<file path="src/rtl/hazard_ctrl.sv">
// Hazard and forwarding controller for the pipelined RV32 core.
// Drives stall, flush and forwarding controls for the F/D/E/M/W stages.
// Ports:
//   clk, rst (async, active-low), trigger (external global stall)
//   RsD/RsE       packed decode/execute source indices, operand i at [i*REG_AW +: REG_AW]
//   RdE, LoadE    execute destination and load flag (load-use detection)
//   PCSrcE        taken branch/jump resolved in execute
//   RdM, RegWriteM, MemReqM  memory-stage destination, write enable, access request
//   RdW, RegWriteW           writeback destination and write enable
//   StallF/D/E/M, FlushD/E/W pipeline-register controls
//   ForwardE      per-operand select: 00 regfile, 01 ResultW, 10 ALUResultM
//   mem_busy      memory wait in progress
//   stall_cnt     saturating count of load-use and memory-wait cycles
//   flush_cnt     saturating count of branch-flush cycles
module hazard_ctrl #(
  parameter int unsigned REG_AW      = 5,
  parameter int unsigned NUM_SRC     = 2,
  parameter int unsigned MEM_LATENCY = 1,
  parameter int unsigned CNT_WIDTH   = 16
) (
  input  logic                        clk,
  input  logic                        rst,
  input  logic                        trigger,
  input  logic [NUM_SRC*REG_AW-1:0]   RsD,
  input  logic [NUM_SRC*REG_AW-1:0]   RsE,
  input  logic [REG_AW-1:0]           RdE,
  input  logic                        LoadE,
  input  logic                        PCSrcE,
  input  logic [REG_AW-1:0]           RdM,
  input  logic                        RegWriteM,
  input  logic                        MemReqM,
  input  logic [REG_AW-1:0]           RdW,
  input  logic                        RegWriteW,
  output logic                        StallF,
  output logic                        StallD,
  output logic                        StallE,
  output logic                        StallM,
  output logic                        FlushD,
  output logic                        FlushE,
  output logic                        FlushW,
  output logic [NUM_SRC*2-1:0]        ForwardE,
  output logic                        mem_busy,
  output logic [CNT_WIDTH-1:0]        stall_cnt,
  output logic [CNT_WIDTH-1:0]        flush_cnt
);

  // Wait counter wide enough for the largest supported latency (15).
  localparam int unsigned WCW = 4;

  typedef enum logic {
    S_IDLE = 1'b0,
    S_WAIT = 1'b1
  } state_t;

  state_t           state, state_nxt;
  logic [WCW-1:0]   wcnt, wcnt_nxt;
  logic             load_use;
  logic [NUM_SRC*2-1:0] fwd;
  logic [REG_AW-1:0] rs_e;
  logic             stall_inc;
  logic             flush_inc;

  // State register and wait counter.
  always_ff @(posedge clk or negedge rst) begin
    if (!rst) begin
      state <= S_IDLE;
      wcnt  <= '0;
    end else begin
      state <= state_nxt;
      wcnt  <= wcnt_nxt;
    end
  end

  // Next state: a memory access holds the pipeline for MEM_LATENCY-1 extra
  // cycles; the external trigger freezes the countdown without ending it.
  always_comb begin
    state_nxt = state;
    wcnt_nxt  = wcnt;
    if (MEM_LATENCY > 1) begin
      case (state)
        S_IDLE: begin
          if (MemReqM && !trigger) begin
            state_nxt = S_WAIT;
            wcnt_nxt  = WCW'(MEM_LATENCY - 1);
          end
        end
        S_WAIT: begin
          if (!trigger) begin
            wcnt_nxt = wcnt - WCW'(1);
            if (wcnt == WCW'(1)) begin
              state_nxt = S_IDLE;
            end
          end
        end
        default: state_nxt = S_IDLE;
      endcase
    end
  end

  // Load-use: execute-stage load targets a register decode wants to read.
  always_comb begin
    load_use = 1'b0;
    for (int i = 0; i < int'(NUM_SRC); i++) begin
      if (RsD[i*REG_AW +: REG_AW] == RdE) begin
        load_use = 1'b1;
      end
    end
    load_use = load_use & LoadE & (RdE != '0);
  end

  // Forwarding select per operand; memory stage holds the newer value.
  always_comb begin
    fwd  = '0;
    rs_e = '0;
    for (int i = 0; i < int'(NUM_SRC); i++) begin
      rs_e = RsE[i*REG_AW +: REG_AW];
      if (RegWriteM && (RdM != '0) && (RdM == rs_e)) begin
        fwd[i*2 +: 2] = 2'b10;
      end else if (RegWriteW && (RdW != '0) && (RdW == rs_e)) begin
        fwd[i*2 +: 2] = 2'b01;
      end
    end
  end

  assign ForwardE = rst ? fwd : '0;

  // Output decode in priority order: memory wait, trigger, branch, load-use.
  // A branch outranks load-use because the instruction in D is wrong-path.
  always_comb begin
    StallF    = 1'b0;
    StallD    = 1'b0;
    StallE    = 1'b0;
    StallM    = 1'b0;
    FlushD    = 1'b0;
    FlushE    = 1'b0;
    FlushW    = 1'b0;
    mem_busy  = 1'b0;
    stall_inc = 1'b0;
    flush_inc = 1'b0;
    if (!rst) begin
      // Everything quiet while reset is held.
    end else if (state == S_WAIT) begin
      StallF    = 1'b1;
      StallD    = 1'b1;
      StallE    = 1'b1;
      StallM    = 1'b1;
      FlushW    = 1'b1;
      mem_busy  = 1'b1;
      stall_inc = !trigger;
    end else if (trigger) begin
      StallF = 1'b1;
      StallD = 1'b1;
      StallE = 1'b1;
      StallM = 1'b1;
    end else if (PCSrcE) begin
      FlushD    = 1'b1;
      FlushE    = 1'b1;
      flush_inc = 1'b1;
    end else if (load_use) begin
      StallF    = 1'b1;
      StallD    = 1'b1;
      FlushE    = 1'b1;
      stall_inc = 1'b1;
    end
  end

  // Saturating performance counters.
  always_ff @(posedge clk or negedge rst) begin
    if (!rst) begin
      stall_cnt <= '0;
      flush_cnt <= '0;
    end else begin
      if (stall_inc && (stall_cnt != '1)) begin
        stall_cnt <= stall_cnt + CNT_WIDTH'(1);
      end
      if (flush_inc && (flush_cnt != '1)) begin
        flush_cnt <= flush_cnt + CNT_WIDTH'(1);
      end
    end
  end

endmodule
</file>
<file path="config.mk">
export PLATFORM = sky130hd
export DESIGN_NAME = hazard_ctrl
export DESIGN_NICKNAME = d
export VERILOG_FILES = /design/src/rtl/hazard_ctrl.sv
export SDC_FILE = /design/constraint.sdc
export NUM_CORES = 1
export LEC_CHECK = 0
export CAP_MARGIN = 20
export CORE_UTILIZATION = 47
export DETAILED_ROUTE_END_ITERATION = 8
export PLACE_DENSITY = 0.95
export SLEW_MARGIN = 20
export SYNTH_ARGS = -nofsm -noshare
export SYNTH_HDL_FRONTEND = slang
export SYNTH_SLANG_ARGS = --single-unit
</file>
<file path="constraint.sdc">
create_clock -name clk -period 7.2 [get_ports clk]
set_input_delay 2.16 -clock clk [delete_from_list [all_inputs] [get_ports clk]]
set_output_delay 2.16 -clock clk [all_outputs]
set_load 0.05 [all_outputs]
</file>
# --- Yosys cells after proc, flatten, opt, wreduce, memory -nomap -nowiden ---
# Cells that the tools add are included.
word_totals:
  elab_cells: 46
  regBits: 32
  output_inout_bits: 44
  romBits: 0
  ram_bits: 0
  n_memories: 0
  latchBits: 0
classes:
  magnitude_cmp: 0
  eq_ne: 8
  shift: 0
  mul: 0
  n_div: 0
  bitwise_logic: 2
  add_sub_neg: 2
  reduce_logical: 11
  mux: 21
ops:
  columns: ["op", "count"]
  rows:
  - ["$add A16 B1 Y16 const B", 2]
  - ["$ne A16 B16 Y1 const B", 2]
  - ["$eq A5 B5 Y1", 6]
  - ["$mux W1", 18]
  - ["$reduce_bool A5 Y1", 3]
  - ["$logic_and A1 B1 Y1", 8]
  - ["$mux W2", 2]
  - ["$mux W4", 1]
  - ["$and A1 B1 Y1", 2]

# --- Longest topological paths before layout ---
# Gate-level depths: netlist (run 1).
depth:
  word_depth: 10
  mapped_depth: 6
  ltp_nobuf: 6

# --- Least setup slack after synthesis (run 1) ---
# OpenSTA, ideal clock, no wires.
synth_timing:
  path_type: "input to output"
  from: "input port RdM[1]"
  to: "output port ForwardE[0]"
  arrival_ns: 4.511
  slack_ns: 0.529
  cell_stages: 4
  path_cell_list: "or4_1 > o21ai_0 > nor4_1 > nor4_1"
synth_between:
  elab_chain_cells: 5
synth_lines:
  columns: ["item", "line", "rtl"]
  rows:
  - ["start: declaration", "29", "input logic [REG_AW-1:0] RdM,"]
  - ["$reduce_bool A5 Y1", "117", "if (RegWriteM && (RdM != '0) && (RdM == rs_e)) begin"]
  - ["$logic_and A1 B1 Y1", "117", null]
  - ["$logic_and A1 B1 Y1 (*)", "117", null]
  - ["$mux W2 (*)", "117", null]
  - ["$mux W4 (*)", "125", "assign ForwardE = rst ? fwd : '0;"]
  - ["end: declaration", "41", "output logic [NUM_SRC*2-1:0] ForwardE,"]
# Every way passes the cells marked *; elsewhere a longest branch is shown, timed or not.

# --- Worst setup path in the final report (run 1) ---
layout_timing:
  from: "input port RdM[1]"
  to: "output port ForwardE[3]"
# The elaborated chain is that of the path after synthesis.

==> results.txt, run 1 <==
* Y dimension of the die: 69.1 microns
* Antenna diodes: 0
* Proportion of synthesized flip-flops having asynchronous set or reset: 100%
- Logic depth of the worst register-to-register path: 6
- Total CTS buffers: 5
- The worst path uses 91.5% of the clock period.
- Counting flops and latches in the post-synthesis netlist gives 32.
- Instance count of the mapped netlist: 213
- Counting along the longest clock path gives a buffer depth of 2.
- Die outline width: 69.1 microns
- In the routed design, unresolved DRC markers number 0.
- Share of layout cells above drive strength 1: 9.67%
- Data arrival at the endpoint of the critical path: approximately 4.4 ns
* Final Slew Violations: 0
- Crit path max-delay cell type: clkdlybuf4s50_1
- Global-route wire length before repair: 8680 microns
* Maximum number of pins on one net before global-route repair: 38
- For this design the ratio of total power to cell area is around 190 nW/um^2.
* Time the worst path needs with I/O delays and setup: between 6 and 7 ns
- Crit start category: primary input
- Setup repair after global routing left no endpoint under its margin.
* Peak VDD IR: roughly 0.12 mV
* Top flip-flop cell by instance count after synthesis: dfrtp_1
- CTS built an H-tree with a depth of 2.
- The core region is about 4400 sq um.
- Routed Wire Length: 5130 microns
- Synthesis instantiated 44 different standard cells from the library.
* Number of flops mapped to enable cells by yosys: 0
- The tightest min-delay check is of the reg2reg type.
- After clock tree synthesis, the repair step resized 0 gates.
* Number of buffers added for setup after CTS: 0
- At the end of routability-driven placement, the weighted congestion stood at between 0.8 and 0.9.
- Via count normalized by instance count: approximately 5.5
- Drt initial violations: 105
- Sequential fraction of the synthesis area: a little under two fifths
- Broken down by cell family, the worst path's largest delay share belongs to buffers and inverters.
* Effective utilization at floorplan: 48.6%
- The number of hold violations in the final report came to 0.
- Number of antenna violations at the first check in global routing: 0
* Number of nets at the end of the flow: 344
- After clock tree synthesis, the clock-pin slew on the worst setup and hold paths is 0.07 ns.
- TritonCTS clock tree: done
- Worst relative slew slack: 62.4%
- Mapped Avg Cell Area: 9.93 sq um
- Leak pwr: roughly 1.2 nW
- GRT Util Overall: 23.0%
- Highest Clock Rate: about 150 MHz
- STA classifies the critical path endpoint as an output pin.
* Routed length per placed instance: 14.6 microns
* Cell Count Post-Placement: 344
* Run status: finished clean
- The cell area that synthesis handed to floorplanning was 2120 sq um.
* Quantity of hold-fixing buffers added after cts: 0
- Buffer and inverter count on the worst path: 2
- Number of detailed-route iterations in the first pass: 4
- Across the run, the number of max-cap violations was 0.
- The worst setup path is of the in2out kind.
- IO Pins: 87
- Antenna-violating nets left: 0
* Library cell used as clock root buffer: clkbuf_8
- Clock latency on the worst-skew pair, taken at its later pin, is between 0.2 and 0.3 ns.
- For this run, the slowest stage of the critical path takes 0.69 ns.
- Final setup fails: 0
- Input and output buffers added on the ports amount to 83.
- Measured on the finished design, the core utilization comes to between 70 and 80%.
- The number of global-route vias before repair came to 1912.
* Detailed-route via count: roughly 1900
- Actual slew at the worst max-slew pin: roughly 0.56 ns
- Number of standard cells in the final layout excluding fillers: 352
- Die Area: 4770 sq um
* Clock Sinks: 32
* Design Power: just under 0.6 mW
- Compared with the post-synthesis result, the final layout area differs by 46.5%.
- The Yosys step of the flow raised 0 warnings.
- Site row count: 24
- Of all nets on the critical path, the largest fanout is 3.
- On the final layout, the worst clock skew is ~0.0072 ns.
- The cell that appears most often on the critical path is clkdlybuf4s50_1.
* Post-DP HPWL: roughly 4000 microns
- After global routing the overflow that remains totals 0.
- List of cells traversed by the critical path: clkdlybuf4s50_1 > or4_1 > o21ai_0 > nor4_1 > and2_1 > clkdlybuf4s50_1
* Sum of negative setup slack: 0 ns
* Cell count of the worst hold path: 1
* Critical path depth: 6
* Req. time, crit path: 5.04 ns
* Count of filler cells inserted in the layout: between 300 and 400
==> layout by cell type (no fill, tap or decap), types with 5 or more instances in the layout <==
cell type        count
clkdlybuf4s50_1     74
xnor2_1             37
dfrtp_1             32
xor2_1              21
nand3_1             20
nor2_1              13
nand4_1             12
nand2_1             10
buf_4                7
inv_1                5
nor3_1               5
clkbuf_8             5
==> layout make-up <==
type	count	area, sq um	area share, %
clock buffer	6	72.6	2.34
clock inverter	2	35.0	1.13
inverter	5	18.8	0.606
multi-input combinational	171	1250	40.5
sequential	32	801	25.8
tap	52	65.1	2.10
timing repair buffer	84	853	27.5
==> registers in the layout, indices dropped and copies added, names as in the netlist <==
| name | count |
|---|---|
| flush_cnt | 16 |
| stall_cnt | 16 |
==> synth_stat cells (2+ instances only) <==
cell type  number  share of area, %
nand4_1        12               3.5
xnor2_1        37                15
nand2_1        10               1.8
nand3_1        20               4.7
nor4_1          4               1.2
and2_1          3              0.89
inv_1           5              0.89
o21a_1          2              0.71
or4_1           4               1.4
and3_1          4               1.2
nor2b_1         2              0.59
a21oi_1         3              0.71
nor3_1          5               1.2
dfrtp_1        32                38
ha_1            2               1.2
nor2_1         13               2.3
and4_1          4               1.7
xor2_1         21               8.7
buf_4           4               1.4
o211ai_1        2              0.71
==> where the power goes <==
group,switching [mW],leakage (nW),total (mW),internal (mW)
logic,0.113,0.721,0.191,0.0787
clock network,0.0677,0.0552,0.170,0.103
registers,0.0229,0.438,0.218,0.195
==> worst paths after layout <==
check	end	slack [ns]	startpoint
worst max-delay path	ForwardE[3]	0.61	RdM[1]
worst min-delay path	flush_cnt[7]	0.50	flush_cnt[7]
worst max register to register	stall_cnt[1]	5.28	stall_cnt[0]
worst min register to register	flush_cnt[7]	0.50	flush_cnt[7]
max in group asynchronous	stall_cnt[14]	4.45	rst
min in group asynchronous	flush_cnt[6]	2.42	rst
==> kinds of logic after synthesis <==
family	Yosys count	share of synthesized area, %
simple gates	94	26.8
xor+xnor	58	24.0
flops	32	37.8
compound gates	13	5.68
buf+inv	11	3.07
fa+ha+maj	2	1.18
mux	2	1.24
other cells	1	0.177
==> per-layer routing <==
layer  GRT usage [%]  up-vias  wire [microns]
li1                -      931               -
met1            28.7      913            2150
met2            37.4       89            2470
met3            5.85       12             324
met4            10.2        0             172
met5               0        -               0
==> per-stage QoR <==
stage               hold WS, ns  area [sq um]  setup WS, ns
floorplan                 0.789          2120         0.529
global placement          0.474          2990         0.668
detailed placement        0.490          2990         0.608
CTS                       0.501          3100         0.603
global route              0.532          3100         0.472
finish                    0.497          3100         0.611
Note: power is estimated with default switching activity, not from simulation.
==> run 2, diff against run 1 <==
--- a/config.mk
+++ b/config.mk
@@ -9,6 +9,7 @@
 export CORE_UTILIZATION = 47
 export DETAILED_ROUTE_END_ITERATION = 8
 export PLACE_DENSITY = 0.95
+export SETUP_SLACK_MARGIN = 0.15
 export SLEW_MARGIN = 20
 export SYNTH_ARGS = -nofsm -noshare
 export SYNTH_HDL_FRONTEND = slang
==> results of run 2 <==
Final layout, timing and power as in run 1 (identical DEF).
